$ cat src/rtl/mul_div_unit_pkg.sv
// Shared definitions for the iterative multiply/divide unit.
// Op encodings, FSM states and the default operand width.
package mul_div_unit_pkg;

  localparam int unsigned MDU_WIDTH = 32;

  localparam logic [1:0] MDU_MULT  = 2'b00;
  localparam logic [1:0] MDU_MULTU = 2'b01;
  localparam logic [1:0] MDU_DIV   = 2'b10;
  localparam logic [1:0] MDU_DIVU  = 2'b11;

  typedef enum logic [1:0] {
    IDLE = 2'd0,
    PREP = 2'd1,
    CALC = 2'd2,
    FIX  = 2'd3
  } mdu_state_e;

endpackage

$ cat src/rtl/mul_div_unit_negate.sv
// Conditional two's-complement negation of a W-bit value.
module mul_div_unit_negate #(
  parameter int unsigned W = 32
) (
  input  logic         neg,
  input  logic [W-1:0] x,
  output logic [W-1:0] y_c
);

  assign y_c = neg ? (~x + W'(1)) : x;

endmodule

$ cat src/rtl/mul_div_unit.sv
// Multi-cycle MULT/MULTU/DIV/DIVU unit holding the HI/LO registers.
// One bit per cycle on unsigned magnitudes; signs are restored in FIX.
module mul_div_unit
  import mul_div_unit_pkg::*;
#(
  parameter int unsigned WIDTH = MDU_WIDTH,
  parameter int unsigned CNT_W = 5
) (
  input  logic             clk,
  input  logic             reset,
  input  logic             start,
  input  logic [1:0]       op,
  input  logic [WIDTH-1:0] A,
  input  logic [WIDTH-1:0] B,
  input  logic             mthi,
  input  logic             mtlo,
  output logic             busy,
  output logic             done,
  output logic [WIDTH-1:0] hi,
  output logic [WIDTH-1:0] lo
);

  localparam int unsigned DW = 2 * WIDTH;

  mdu_state_e       state, state_next;
  logic [1:0]       op_q;
  logic [WIDTH-1:0] a_q, b_q;
  logic [WIDTH-1:0] mag_a, mag_b;
  logic             sa, sb;
  logic [DW-1:0]    acc;
  logic [CNT_W-1:0] cnt;

  logic             is_mul, is_signed, last_iter;
  logic [WIDTH-1:0] abs_a_c, abs_b_c, quo_c, rem_c;
  logic [DW-1:0]    prod_c;
  logic [WIDTH:0]   mul_sum, div_shift;
  logic             div_ok;
  logic [WIDTH-1:0] div_rem;

  assign is_mul    = (op_q == MDU_MULT) || (op_q == MDU_MULTU);
  assign is_signed = (op_q == MDU_MULT) || (op_q == MDU_DIV);
  assign last_iter = (cnt == CNT_W'(WIDTH - 1));

  // Magnitudes for signed ops; 0x80000000 stays 0x80000000 as an unsigned value.
  mul_div_unit_negate #(.W(WIDTH)) u_abs_a (
    .neg (is_signed & a_q[WIDTH-1]),
    .x   (a_q),
    .y_c (abs_a_c)
  );

  mul_div_unit_negate #(.W(WIDTH)) u_abs_b (
    .neg (is_signed & b_q[WIDTH-1]),
    .x   (b_q),
    .y_c (abs_b_c)
  );

  // Sign correction of the final result; sa/sb are zero for unsigned ops.
  mul_div_unit_negate #(.W(DW)) u_fix_prod (
    .neg (sa ^ sb),
    .x   (acc),
    .y_c (prod_c)
  );

  mul_div_unit_negate #(.W(WIDTH)) u_fix_quo (
    .neg (sa ^ sb),
    .x   (acc[WIDTH-1:0]),
    .y_c (quo_c)
  );

  mul_div_unit_negate #(.W(WIDTH)) u_fix_rem (
    .neg (sa),
    .x   (acc[DW-1:WIDTH]),
    .y_c (rem_c)
  );

  // One iteration of shift-add multiply and restoring divide.
  always_comb begin
    mul_sum   = {1'b0, acc[DW-1:WIDTH]} + (mag_a[0] ? {1'b0, mag_b} : {(WIDTH+1){1'b0}});
    div_shift = {acc[DW-1:WIDTH], mag_a[WIDTH-1]};
    div_ok    = (div_shift >= {1'b0, mag_b});
    div_rem   = div_ok ? WIDTH'(div_shift - {1'b0, mag_b}) : div_shift[WIDTH-1:0];
  end

  always_ff @(posedge clk or posedge reset) begin
    if (reset) state <= IDLE;
    else       state <= state_next;
  end

  always_comb begin
    state_next = state;
    case (state)
      IDLE:    if (start) state_next = PREP;
      PREP:    state_next = CALC;
      CALC:    if (last_iter) state_next = FIX;
      FIX:     state_next = IDLE;
      default: state_next = IDLE;
    endcase
  end

  always_ff @(posedge clk or posedge reset) begin
    if (reset) begin
      busy  <= 1'b0;
      done  <= 1'b0;
      hi    <= '0;
      lo    <= '0;
      op_q  <= '0;
      a_q   <= '0;
      b_q   <= '0;
      mag_a <= '0;
      mag_b <= '0;
      sa    <= 1'b0;
      sb    <= 1'b0;
      acc   <= '0;
      cnt   <= '0;
    end else begin
      done <= 1'b0;
      busy <= (state_next != IDLE);
      case (state)
        IDLE: begin
          if (start) begin
            op_q <= op;
            a_q  <= A;
            b_q  <= B;
          end else begin
            if (mthi) hi <= A;
            if (mtlo) lo <= A;
          end
        end
        PREP: begin
          mag_a <= abs_a_c;
          mag_b <= abs_b_c;
          sa    <= is_signed & a_q[WIDTH-1];
          sb    <= is_signed & b_q[WIDTH-1];
          acc   <= '0;
          cnt   <= '0;
        end
        CALC: begin
          cnt <= cnt + CNT_W'(1);
          if (is_mul) begin
            acc   <= {mul_sum, acc[WIDTH-1:1]};
            mag_a <= mag_a >> 1;
          end else begin
            acc   <= {div_rem, acc[WIDTH-2:0], div_ok};
            mag_a <= mag_a << 1;
          end
        end
        FIX: begin
          done <= 1'b1;
          if (is_mul) begin
            {hi, lo} <= prod_c;
          end else if (b_q == '0) begin
            // Divide by zero returns all-ones quotient and the untouched dividend.
            lo <= '1;
            hi <= a_q;
          end else begin
            lo <= quo_c;
            hi <= rem_c;
          end
        end
        default: ;
      endcase
    end
  end

endmodule
$ cat config.mk
export PLATFORM = sky130hd
export DESIGN_NAME = mul_div_unit
export DESIGN_NICKNAME = d
export VERILOG_FILES = /design/src/rtl/mul_div_unit_pkg.sv /design/src/rtl/mul_div_unit_negate.sv /design/src/rtl/mul_div_unit.sv
export SDC_FILE = /design/constraint.sdc
export NUM_CORES = 1
export LEC_CHECK = 0
export CAP_MARGIN = 20
export CELL_PAD_IN_SITES_DETAIL_PLACEMENT = 0
export CELL_PAD_IN_SITES_GLOBAL_PLACEMENT = 1
export CORE_MARGIN = 2
export CORE_UTILIZATION = 49
export CTS_CLUSTER_DIAMETER = 30
export DETAILED_ROUTE_END_ITERATION = 10
export PLACE_DENSITY_LB_ADDON = 0.1
export SLEW_MARGIN = 15
export SYNTH_ARGS = -nofsm -noshare
export SYNTH_HDL_FRONTEND = slang
export SYNTH_SLANG_ARGS = --single-unit
$ cat constraint.sdc
create_clock -name clk -period 13.6 [get_ports clk]
set_input_delay 2.72 -clock clk [delete_from_list [all_inputs] [get_ports clk]]
set_output_delay 2.72 -clock clk [all_outputs]
set_load 0.005 [all_outputs]
==> out/metrics.cfg <==
[clock_tree]
postCtsSetupRepairBufs = 0
cts_resized = 0
clock-root-buffer = clkbuf_16
ctsHoldBuffers = 0
clock_latency_ns = 0.60
h-tree-depth = 3
cts_made_buffers = 73
clk_pin_slew_ns = 0.04
cts_buffer_depth = 3
cts_tree = built
clock-sinks = 269

[detailed_routing]
wirelength_mm = 63.1
wl_per_cell_um = 21.3
drt_iter0_markers = 1471
num_vias = 18000
avgViaCountPerCell = 6.08
drtAntennaViolNets = 0
drc = 0
first_pass_iters = 5

[global_route]
grt_max_degree = 92
track_usage_pct = 31.0
grt_pass1_vias = 17700
grt_pass1_wl_mm = 99.9
antenna_found_initial = 0
grt-ovfl-total = 0

[timing]
worstMarginPinSlew_ns = 1.02
max_freq_ghz = 0.205
final-hold-violation-count = 0
drv_slew = 0
setup_viol = 0
finalCriticalPeriod_ns = 4.89
grt_setup_unrepaired = no
period_share_pct = 35.9
tns_ns = 0
slew_headroom_pct = 31.7
clock_skew_ns = 0.0256

[placed_design]
hpwl_mm = 44.8
place_congestion = 0.912
dpl_cell_area_mm2 = 0.0210
portBuffers = 136
placed_cells = 2826

[yosys]
yosysWarnings = 0
syn_area_per_cell_um2 = 8.42
async_flop_share_pct = 100
seq_area_frac_synth_pct = 34.8
synth-edff-count = 0
synth_area_mm2 = 0.0194
ys_types = 87
synthFlopType = dfrtp_1
syn_nets = 2447
ys_ff_latch = 269
netlist_instances = 2300

[die]
fp.dieW_um = 203
fp.dieH_um = 203
rows = 72
die-area_mm2 = 0.0411
start_util_pct = 49.9
io_pins = 137
core_area_mm2 = 0.0388

[min_path]
hold_path.class = reg -> reg

[status]
status = complete, no violations

[final_layout]
drive_gt1_share_pct = 11.4
diodes = 0
layout.cells.non_filler = 2958
nNetsFinal = 2530
syn_to_final_growth_pct = 22.7
final_core_util_pct = 61.2
final_area_mm2 = 0.0238

[setup_path]
cp.required_ns = 14.09
crit_fanout = 89
cp.arrival_ns = 5.37
path_class = in -> async
rrSetupSlack_ns = 9.40
critPathLaunchType = input pin
worstSetupEndpointType = asynchronous set/reset pin

[power]
fin_total_pwr_mw = 6.96
ir_drop_uv = 176
power_density_mw_per_mm2 = 293
p_leak_nw = 10.3

[run]
max-cap-violations = 0

through the flow:
stage	setup slack [ns]	hold slack, ns
global route	8.31	0.499
finish	8.71	0.483
floorplan	3.47	0.444
CTS	8.57	0.485
global placement	8.07	0.466
detailed placement	7.96	0.473
report_power, final:
group          total (mW)  leakage, nW  internal [mW]  switching [mW]
Combinational        3.49         5.66           1.41            2.08
Clock                1.92         1.34           1.38           0.535
Sequential           1.56         3.30           1.15           0.409
Total                6.96         10.3           3.94            3.02
state kept, by name (all words and copies together), names as in the netlist:
name / flops
state: 2
sb: 1
busy: 1
done: 1
mag_b: 32
sa: 1
hi: 32
a_q: 32
op_q: 2
mag_a: 32
b_q: 32
cnt: 5
lo: 32
acc: 64
synth_stat cells, types with 13 or more instances:
cell type	number	share of area [%]
and3_1	13	0.42
nand3_1	33	0.85
buf_1	14	0.27
o31ai_1	29	1.1
a31oi_1	27	0.87
nor4_1	23	0.74
xnor2_1	117	5.3
and2_1	33	1.1
nand2_1	204	4.0
o21ai_0	179	4.6
or2_2	13	0.42
inv_1	120	2.3
dfrtp_1	269	35
clkbuf_1	126	2.4
a21oi_1	225	5.8
o22ai_1	43	1.4
a211oi_1	18	0.70
ha_1	74	4.8
o211ai_1	82	3.2
mux2i_1	50	2.6
nor2_1	182	3.5
a21o_1	30	1.2
mux2_2	68	4.0
nand2b_1	13	0.42
nor3_1	27	0.70
o2bb2ai_1	18	0.81
xor2_1	71	3.2
worst paths after layout:
kind / depth (start not counted) / endpoint / start
min: 2 / lo[22] / lo[22]
max reg2reg: 12 / hi[13] / b_q[0]
min in group asynchronous: 2 / b_q[28] / reset
max in group clk: 1 / lo[29] / lo[29]
max: 4 / op_q[1] / reset
min reg2reg: 2 / lo[22] / lo[22]
routing by layer:
layer / vias to the layer above / global-route usage, % / wire length (um)
li1: 8450 / - / -
met1: 8783 / 43.2 / 28500
met2: 592 / 48.2 / 28600
met3: 150 / 5.09 / 3590
met4: 0 / 12.6 / 2310
met5: - / 0 / 0
final cells by class:
type	count	area, um^2
fill	3410	15100
multi-input combinational	1752	11600
inverter	123	469
timing repair buffer	164	1570
clock inverter	39	681
clock buffer	93	2050
tap	518	648
sequential	269	6740
kinds of logic (layout without fill, tap and decap cells):
family,Yosys count,count (layout),share of synthesized area (%)
AOI/OAI and AO/OA,751,751,24.0
xor gates and xnor gates,188,188,8.50
adders and majority gates,76,76,4.99
buffers and inverters,279,419,5.62
DFF,269,269,34.8
muxes,118,118,6.54
and+or+nand+nor,619,619,15.6
worst max-delay path, stage by stage:
cell	delay [ns]
clkdlybuf4s50_1	0.49
inv_8	0.45
buf_4	0.74
buf_4	0.82
cells in the final DEF (no fill, tap or decap), types with 8 or more instances in the layout:
master	count
nor3_1	27
nand4_1	8
bufinv_16	17
and3_1	13
or4_1	9
mux2i_1	50
clkbuf_8	11
inv_1	119
a211oi_1	18
clkinv_2	12
buf_4	28
and2_1	33
o2bb2ai_1	18
xor2_1	70
o221ai_1	9
nor4_1	23
o31ai_1	29
o21ai_1	10
nor2b_1	12
o22ai_1	43
clkbuf_16	75
nand2_1	203
o21ai_0	179
nor2_1	182
o211ai_1	82
o21bai_1	10
o21a_1	11
a21o_1	29
xnor2_1	116
or3_1	12
or2_2	13
nand3_1	33
ha_1	70
mux2_2	68
a21oi_1	224
clkdlybuf4s50_1	136
a31oi_1	27
nand2b_1	13
dfrtp_1	268
Note: power is estimated with default switching activity, not from simulation.
